==> src/rtl/complex_square_nch_pkg.sv <==
// Shared definitions for the N-channel complex squarer: mode and FSM encodings, output width helper.
// Latency: n/a (definitions only).
// Backpressure: n/a.
package complex_square_nch_pkg;

    localparam logic MODE_SQUARE = 1'b0;   // z^2
    localparam logic MODE_MAGSQ  = 1'b1;   // |z|^2

    typedef enum logic [1:0] {
        IDLE    = 2'd0,
        COMPUTE = 2'd1,
        DRAIN   = 2'd2,
        DONE    = 2'd3
    } state_t;

    // Output component width: the doubled worst-case product 2*(-2^(W-1))^2 = 2^(2W-1) needs 2W+1 signed bits.
    function automatic int owOf(input int width);
        return 2 * width + 1;
    endfunction

endpackage

==> src/rtl/complex_square_nch_if.sv <==
// Frame-level bus of the complex squarer: input frame handshake, result frame handshake, busy flag.
// Latency: n/a (wires only).
// Backpressure: in_valid/in_ready on the input side, out_valid/out_ready on the result side.
// Ports: master = frame producer/result consumer, slave = the squarer.
interface complex_square_nch_if
    import complex_square_nch_pkg::*;
#(
    parameter int WIDTH    = 8,
    parameter int CHANNELS = 4
);
    localparam int OW = owOf(WIDTH);

    logic                       in_valid;
    logic                       in_ready;
    logic                       mode;
    logic [CHANNELS*WIDTH-1:0]  in_real;
    logic [CHANNELS*WIDTH-1:0]  in_imag;
    logic                       out_valid;
    logic                       out_ready;
    logic [CHANNELS*OW-1:0]     out_real;
    logic [CHANNELS*OW-1:0]     out_imag;
    logic                       busy;

    modport master (
        output in_valid, mode, in_real, in_imag, out_ready,
        input  in_ready, out_valid, out_real, out_imag, busy
    );

    modport slave (
        input  in_valid, mode, in_real, in_imag, out_ready,
        output in_ready, out_valid, out_real, out_imag, busy
    );

endinterface

==> src/rtl/complex_square_nch_core.sv <==
// Single-channel complex squarer: stage 1 registers a*a, b*b, a*b; stage 2 combines them combinationally.
// Latency: result valid one cycle after issue (the consumer's register is the second stage).
// Backpressure: none; the issuer paces the core one channel per cycle.
// Ports: clk/rst, a/b signed sample, mode, issueVld in; resReal/resImag/resVld out.
module complex_sq_core
    import complex_square_nch_pkg::*;
#(
    parameter  int WIDTH = 8,
    localparam int OW    = owOf(WIDTH)
) (
    input  logic                    clk,
    input  logic                    rst,
    input  logic signed [WIDTH-1:0] a,
    input  logic signed [WIDTH-1:0] b,
    input  logic                    mode,
    input  logic                    issueVld,
    output logic signed [OW-1:0]    resReal,
    output logic signed [OW-1:0]    resImag,
    output logic                    resVld
);
    localparam int PW = 2 * WIDTH;

    logic signed [PW-1:0] aW, bW;
    logic signed [PW-1:0] aaQ, bbQ, abQ;
    logic                 modeQ, vldQ;
    logic signed [OW-1:0] aaX, bbX, abX;

    // Widen before multiplying so the product is formed at full precision.
    assign aW = PW'(a);
    assign bW = PW'(b);

    always_ff @(posedge clk or negedge rst) begin
        if (!rst) begin
            aaQ   <= '0;
            bbQ   <= '0;
            abQ   <= '0;
            modeQ <= MODE_SQUARE;
            vldQ  <= 1'b0;
        end else begin
            vldQ <= issueVld;
            if (issueVld) begin
                aaQ   <= aW * aW;
                bbQ   <= bW * bW;
                abQ   <= aW * bW;
                modeQ <= mode;
            end
        end
    end

    always_comb begin
        aaX     = OW'(aaQ);
        bbX     = OW'(bbQ);
        abX     = OW'(abQ);
        resVld  = vldQ;
        if (modeQ == MODE_MAGSQ) begin
            resReal = aaX + bbX;
            resImag = '0;
        end else begin
            resReal = aaX - bbX;
            resImag = abX <<< 1;
        end
    end

endmodule

==> src/rtl/complex_square_nch.sv <==
// N-channel complex squarer: latches a frame, runs channels through one shared core, presents all results.
// Latency: out_valid CHANNELS+1 cycles after accept; frame period CHANNELS+3 cycles.
// Backpressure: in_ready only in IDLE; results held until out_ready, IDLE resumes the cycle after.
// Ports: clk, rst (async active-low), bus (slave side of complex_square_nch_if).
module complex_square_nch
    import complex_square_nch_pkg::*;
#(
    parameter int WIDTH    = 8,
    parameter int CHANNELS = 4
) (
    input  logic                 clk,
    input  logic                 rst,
    complex_square_nch_if.slave  bus
);
    localparam int            OW   = owOf(WIDTH);
    localparam int            IW   = (CHANNELS > 1) ? $clog2(CHANNELS) : 1;
    localparam logic [IW-1:0] LAST = IW'(CHANNELS - 1);

    state_t                    state, nextState;
    logic [IW-1:0]             idx, wrIdx;
    logic [CHANNELS*WIDTH-1:0] latReal, latImag;
    logic                      latMode;
    logic [CHANNELS*OW-1:0]    outRealQ, outImagQ;
    logic                      accept, issueVld;
    logic signed [WIDTH-1:0]   chA, chB;
    logic signed [OW-1:0]      coreReal, coreImag;
    logic                      coreVld;

    // State register
    always_ff @(posedge clk or negedge rst) begin
        if (!rst) state <= IDLE;
        else      state <= nextState;
    end

    // Next-state logic
    always_comb begin
        nextState = state;
        case (state)
            IDLE:    if (bus.in_valid)  nextState = COMPUTE;
            COMPUTE: if (idx == LAST)   nextState = DRAIN;
            DRAIN:                      nextState = DONE;
            DONE:    if (bus.out_ready) nextState = IDLE;
            default:                    nextState = IDLE;
        endcase
    end

    // Output logic
    always_comb begin
        bus.in_ready  = (state == IDLE);
        bus.busy      = (state != IDLE);
        bus.out_valid = (state == DONE);
        issueVld      = (state == COMPUTE);
    end

    assign accept = bus.in_valid && (state == IDLE);

    // Input latch, issue counter and result write pointer
    always_ff @(posedge clk or negedge rst) begin
        if (!rst) begin
            latReal  <= '0;
            latImag  <= '0;
            latMode  <= MODE_SQUARE;
            idx      <= '0;
            wrIdx    <= '0;
            outRealQ <= '0;
            outImagQ <= '0;
        end else begin
            if (accept) begin
                latReal <= bus.in_real;
                latImag <= bus.in_imag;
                latMode <= bus.mode;
                idx     <= '0;
                wrIdx   <= '0;
            end else if (issueVld && idx != LAST) begin
                idx <= idx + 1'b1;
            end
            // Results come back in issue order, so a plain counter tracks the destination slot.
            if (coreVld) begin
                outRealQ[int'(wrIdx)*OW +: OW] <= coreReal;
                outImagQ[int'(wrIdx)*OW +: OW] <= coreImag;
                if (wrIdx != LAST) wrIdx <= wrIdx + 1'b1;
            end
        end
    end

    assign chA = latReal[int'(idx)*WIDTH +: WIDTH];
    assign chB = latImag[int'(idx)*WIDTH +: WIDTH];

    complex_sq_core #(.WIDTH(WIDTH)) core (
        .clk      (clk),
        .rst      (rst),
        .a        (chA),
        .b        (chB),
        .mode     (latMode),
        .issueVld (issueVld),
        .resReal  (coreReal),
        .resImag  (coreImag),
        .resVld   (coreVld)
    );

    assign bus.out_real = outRealQ;
    assign bus.out_imag = outImagQ;

endmodule

==> src/flat_wrapper.sv <==
// flat-port wrapper written by rule: the top's interface ports become plain ports
module complex_square_nch_flat import complex_square_nch_pkg::*;
#(
    parameter int WIDTH    = 8,
    parameter int CHANNELS = 4
)
  (clk, rst, bus_in_valid, bus_mode, bus_in_real, bus_in_imag, bus_out_ready, bus_in_ready, bus_out_valid, bus_out_real, bus_out_imag, bus_busy);
  complex_square_nch_if #(.WIDTH(WIDTH), .CHANNELS(CHANNELS)) bus_i ();
  input  logic clk;
  input  logic rst;
  input wire logic [$bits(bus_i.in_valid)-1:0] bus_in_valid;
  input wire logic [$bits(bus_i.mode)-1:0] bus_mode;
  input wire logic [$bits(bus_i.in_real)-1:0] bus_in_real;
  input wire logic [$bits(bus_i.in_imag)-1:0] bus_in_imag;
  input wire logic [$bits(bus_i.out_ready)-1:0] bus_out_ready;
  output wire logic [$bits(bus_i.in_ready)-1:0] bus_in_ready;
  output wire logic [$bits(bus_i.out_valid)-1:0] bus_out_valid;
  output wire logic [$bits(bus_i.out_real)-1:0] bus_out_real;
  output wire logic [$bits(bus_i.out_imag)-1:0] bus_out_imag;
  output wire logic [$bits(bus_i.busy)-1:0] bus_busy;
  assign bus_i.in_valid = bus_in_valid;
  assign bus_i.mode = bus_mode;
  assign bus_i.in_real = bus_in_real;
  assign bus_i.in_imag = bus_in_imag;
  assign bus_i.out_ready = bus_out_ready;
  assign bus_in_ready = bus_i.in_ready;
  assign bus_out_valid = bus_i.out_valid;
  assign bus_out_real = bus_i.out_real;
  assign bus_out_imag = bus_i.out_imag;
  assign bus_busy = bus_i.busy;
  complex_square_nch #(.WIDTH(WIDTH), .CHANNELS(CHANNELS)) u_core (.clk(clk), .rst(rst), .bus(bus_i));
endmodule
==> config.mk <==
export PLATFORM = sky130hd
export DESIGN_NAME = complex_square_nch_flat
export DESIGN_NICKNAME = d
export VERILOG_FILES = /design/src/rtl/complex_square_nch_pkg.sv /design/src/rtl/complex_square_nch_if.sv /design/src/rtl/complex_square_nch_core.sv /design/src/rtl/complex_square_nch.sv /design/src/flat_wrapper.sv
export SDC_FILE = /design/constraint.sdc
export NUM_CORES = 1
export LEC_CHECK = 0
export ABC_CLOCK_PERIOD_IN_PS = 15400
export CAP_MARGIN = 0
export CORE_MARGIN = 2
export CORE_UTILIZATION = 60
export CTS_CLUSTER_DIAMETER = 30
export DETAILED_ROUTE_END_ITERATION = 10
export PLACE_DENSITY = 0.85
export SYNTH_ARGS = -nofsm -noshare
export SYNTH_HDL_FRONTEND = slang
export SYNTH_SLANG_ARGS = --single-unit
==> constraint.sdc <==
create_clock -name clk -period 15.4 [get_ports clk]
set_clock_uncertainty 0.1 [all_clocks]
set_input_delay 2.31 -clock clk [delete_from_list [all_inputs] [get_ports clk]]
set_output_delay 2.31 -clock clk [all_outputs]
set_load 0.03 [all_outputs]
-- Word level (Yosys, flattened, before mapping)
Index checks and enable logic that the tools add are counted.
- add/subtract/negate cells: 5
- multiply operators: 4
- div/mod/pow operators: 0
- order comparisons: 0
- eq/ne operators: 9
- shift operators: 5
- multiplexer cells: 13
- bitwise operators: 0
- reduce and logical (&&, ||, !) cells: 6
- operators by type and width (operator ; number):
    bitwise mux 68 bit ; 2
    indexed part select 17 x 33 -> 68 bit ; 2
    variable shift 17 x 33 -> 68 bit (first input constant) ; 1
    indexed part select 32 x 6 -> 8 bit ; 2
    multiplier 8 x 8 -> 16 bit ; 3
    2-to-1 mux 17 bit ; 2
    negation 32 -> 33 bit ; 1
    adder 16 x 16 -> 17 bit ; 1
    subtractor 16 x 16 -> 17 bit ; 1
    2-to-1 mux 2 bit ; 8
    inequality test 2 bit (second input constant) ; 4
    one-hot mux 2 bit (4 select lines) ; 1
    multiplier 2 x 5 -> 7 bit (second input constant) ; 1
    equality test 2 bit (second input constant) ; 3
    adder 2 x 1 -> 2 bit (second input constant) ; 2
    nonzero test 2 bit ; 2
    AND reduction 3 bit ; 1
    equality test 2 x 1 -> 1 bit (second input constant) ; 1
    logical AND 1 bit ; 2
    zero test 2 bit ; 1
    inequality test 2 x 1 -> 1 bit (second input constant) ; 1
- register bits after elaboration: 257
- bits in latches: 0
- bits in writable memories: 0
- bits in read-only memories: 0
- input port bits: 69
- output and inout bits: 139
- word-level logic and storage cells: 55
- memories: 0

-- Longest topological paths before layout
- word-level depth: 5
- mapped depth: 26

-- By module
From an unflattened synthesis, not the netlist that was laid out.
- cell total of the unflattened synthesis: 1590
- area total of the unflattened synthesis: 17775.8 µm²
- by module, submodules not included (module ; times used ; cells an instance ; area each (µm²) ; seq. area each (µm²)):
    complex_sq_core ; 1 ; 1082 ; 9748.1 ; 1201.2
    complex_square_nch ; 1 ; 508 ; 8027.7 ; 5180.0

-- Worst setup path before layout
No wires, ideal clock.
- path type: reg-to-reg
- start: register u_core.idx[1]
- end: register u_core.core.abQ[14]
- library setup time: 0.125 ns
- arrival time: 5.726 ns
- setup slack: 9.449 ns
- cell stages (with the launch flop): 25
- cell sequence: dfrtp_1 > buf_2 > buf_4 > mux2_2 > o21ai_2 > inv_1 > buf_2 > nand2_1 > inv_1 > fa_1 > inv_1 > fa_1 > inv_1 > fa_1 > inv_1 > fa_1 > inv_1 > ha_1 > buf_2 > a21o_1 > or3_1 > a31o_1 > a31oi_1 > xnor2_1 > mux2_2
- cells in the longest elaborated chain, start to end: 2
- elaborated cells on any way between the ends: 3
- those cells by class: mul (1); shift (2)
- RTL lines (what ; RTL line ; text):
    from (decl) ; complex_square_nch.sv:20 ; logic [IW-1:0] idx, wrIdx;
    from (signal assigned) ; complex_square_nch.sv:75 ; idx <= idx + 1'b1;
    indexed part select 32 x 6 -> 8 bit (on tied branches) ; complex_square_nch.sv:86, complex_square_nch.sv:87 ;
    multiplier 8 x 8 -> 16 bit (*) ; complex_square_nch_core.sv:44 ; abQ <= aW * bW;
    to (signal assigned) ; complex_square_nch_core.sv:44 ;
    to (decl) ; complex_square_nch_core.sv:24 ; logic signed [PW-1:0] aaQ, bbQ, abQ;
Every way passes the cells marked *; elsewhere a longest branch is shown, timed or not.
A chain may end at the register's enable or synchronous reset.

-- Final worst setup path
Ends and elaborated chain as after synthesis.

==> flow_metrics.env <==
export IMPL_first_global_vias=14260
export IMPL_path_max_fanout=34
export IMPL_rows=62
export IMPL_clock_latency_ns=0.56
export IMPL_grt_max_degree=103
export IMPL_cts_buffer_depth=3
export IMPL_n_antenna_cell=0
export IMPL_grt_antenna_before_repair=0
export IMPL_routed_via_density=5.874
export IMPL_setup_violations=0
export IMPL_htree_levels=2
export IMPL_end_kind="register"
export IMPL_first_pass_iters=5
export IMPL_max_stage_delay_ns=0.59
export IMPL_io_pins=208
export IMPL_synth_edff_count=0
export IMPL_fp_dieH_um=176.1
export IMPL_ys_types=80
export IMPL_nets=2193
export IMPL_drc_errors=0
export IMPL_routed_wl_um=43390
export IMPL_clk_pin_slew_ns=0.05
export IMPL_dp_final_hpwl_um=31020
export IMPL_fmax_mhz=154.9
export IMPL_synth_warning_count=0
export IMPL_arrival_ns=6.78
export IMPL_status="completed"
export IMPL_cts_hold_buf=0
export IMPL_cp_buffers_inverters=7
export IMPL_fin_crit_ns=6.457
export IMPL_cts_buffers=52
export IMPL_ant_nets=0
export IMPL_path_delay_family="adder cells"
export IMPL_grt_pass1_wl_um=71670
export IMPL_core_mm2=0.02894
export IMPL_wl_per_cell_um=18.86
export IMPL_cts_root_buf="clkbuf_16"
export IMPL_timing_critical_path_mode_cell="inv_1"
export IMPL_syn_area_mm2=0.01777
export IMPL_tritoncts="yes"
export IMPL_port_buffers=203
export IMPL_worst_slew_pin_slew_ns=1.239
export IMPL_cp_start_kind="register"
export IMPL_cts_sinks=251
export IMPL_grt_use_total=0.2865
export IMPL_synth_seq_cells=251
export IMPL_crit_type="reg -> reg"
export IMPL_syn_inst=1664
export IMPL_worst_path_max_delay_cell="fa_1"
export IMPL_drtIter0Drc=959
export IMPL_overflow=0
export IMPL_finalMaxSlewViolations=0
export IMPL_async_reset_ff_frac=1.000
export IMPL_slew_headroom=0.1709
export IMPL_cts_setup_buffers=0
export IMPL_cts_resized=0
export IMPL_area_growth_syn_to_layout_pct=23.71
export IMPL_vias=13510
export IMPL_gp_congestion=0.9055
export IMPL_die_w_um=176.1
export IMPL_fillCellCount=1801
export IMPL_ys_seq_area_frac=0.3535
export IMPL_rsz0062_at_grt="false"
export IMPL_yosys_most_used_dff="dfrtp_1"
export IMPL_finalHoldViolCount=0
export IMPL_drv_cap=0
export IMPL_syn_area_per_cell_um2=10.68
export IMPL_drive_above_1_share=0.1388
export IMPL_fin_crit_sh=0.4193
export IMPL_start_util=0.6140
export IMPL_fin_setup_tns_ns=0
export IMPL_min_path_type="reg -> reg"
export IMPL_die_area_mm2=0.03100
export IMPL_cp_cell_sequence="buf_4, mux2_2, o21ai_2, inv_1, nand2_1, inv_1, fa_1, inv_1, fa_1, inv_1, fa_1, inv_1, fa_1, inv_1, ha_1, a21o_1, or3_1, a31o_1, a31oi_1, xnor2_1, mux2_2"
export IMPL_required_ns=15.73
-- kinds of logic after synthesis --
| logic type | synth area share |
|---|---|
| adder cells (fa/ha/maj) | 0.2375 |
| AND/OR/NAND/NOR | 0.08437 |
| flip-flops | 0.3535 |
| multiplexers | 0.07993 |
| XOR/XNOR | 0.03740 |
| other | 0.0002111 |
| buffers and inverters | 0.07303 |
| AO/OA/AOI/OAI | 0.1340 |
-- registers in the layout, summed over array words and instances, names as in the netlist, 2 cells and up --
register	flops
u_core.bus.out_real	68
u_core.bus.out_imag	64
u_core.latImag	32
u_core.latReal	32
u_core.core.abQ	16
u_core.core.aaQ	15
u_core.core.bbQ	15
u_core.idx	2
u_core.state	2
u_core.wrIdx	2
-- synthesized netlist by cell type, drive strengths merged, types with 11 or more instances --
master / count / share of area
xnor2: 55 / 0.027
nand2: 108 / 0.023
a21oi: 48 / 0.014
a22o: 120 / 0.059
a21o: 11 / 0.0046
nor2: 118 / 0.025
fa: 142 / 0.16
dfrtp: 251 / 0.35
xor2: 20 / 0.010
nor2b: 11 / 0.0039
mux2i: 20 / 0.011
nand3: 16 / 0.0045
o21ai: 53 / 0.018
inv: 252 / 0.053
buf: 35 / 0.011
clkbuf: 40 / 0.0085
ha: 110 / 0.077
mux2: 108 / 0.069
-- layout make-up --
class / count / area [µm²] / area share
Clock buffer: 62 / 1400 / 0.06371
Clock inverter: 36 / 451.7 / 0.02055
Inverter: 252 / 945.9 / 0.04304
Multi-Input combinational cell: 1089 / 10210 / 0.4645
Sequential cell: 251 / 6281 / 0.2858
Tap cell: 384 / 480.5 / 0.02186
Timing Repair Buffer: 226 / 2210 / 0.1005
-- layer usage --
metal | vias to the layer above | part of all wire | GRT usage
met5 | - | 0 | 0
met4 | 0 | 0.028 | 0.09642
met3 | 95 | 0.076 | 0.05448
met2 | 584 | 0.50 | 0.4959
met1 | 6798 | 0.40 | 0.3633
li1 | 6033 | - | -
-- worst reg2reg max path, delay by kind of cell, from the launching register on --
family	cells	cell delay (ns)
XOR/XNOR	1	0.10
adder cells (fa/ha/maj)	5	2.58
AO/OA/AOI/OAI	4	0.91
multiplexers	2	0.69
buffers and inverters	7	1.10
flip-flops	1	0.31
AND/OR/NAND/NOR	2	0.54
-- worst paths after layout --
check	startpoint	to	depth (start not counted)	slack (ns)
setup / recovery	u_core.idx[1]	u_core.core.abQ[14]	21	8.94
hold / removal	u_core.bus.out_real[64]	u_core.bus.out_real[64]	2	0.39
max in group asynchronous	rst	u_core.bus.out_real[32]	2	12.08
hold reg to reg	u_core.bus.out_real[64]	u_core.bus.out_real[64]	2	0.39
setup reg to reg	u_core.idx[1]	u_core.core.abQ[14]	21	8.94
min in group asynchronous	rst	u_core.bus.out_imag[48]	1	1.68
-- per-stage QoR --
| stage | setup WS, ns | hold WS [ns] | cells | util | instance area [µm²] |
|---|---|---|---|---|---|
| 2_1_floorplan | 9.449 | 0.3476 | 1667 | - | 17780 |
| 3_3_place_gp | 9.212 | 0.3635 | 2202 | 0.6955 | 20130 |
| 3_5_place_dp | 8.989 | 0.3726 | 2202 | 0.6955 | 20130 |
| 4_1_cts | 8.963 | 0.3828 | 2300 | 0.7595 | 21980 |
| 5_1_grt | 8.539 | 0.3945 | 2300 | 0.7595 | 21980 |
| 6_report | 8.943 | 0.3870 | 2300 | 0.7595 | 21980 |
-- placed cells by master (no fill, tap or decap), drive strengths merged, types with 24 or more instances in the layout --
cell type and count:
dfrtp 251, ha 110, xnor2 55, a22o 120, clkdlybuf4s50 202, nor2 118
inv 263, nand2 108, fa 142, a21oi 48, buf 24, clkbuf 62
mux2 108, o21ai 53
Power is left out: the tool's default activity adds up to more than one toggle a clock period on the data nets, which glitch-free logic cannot reach.
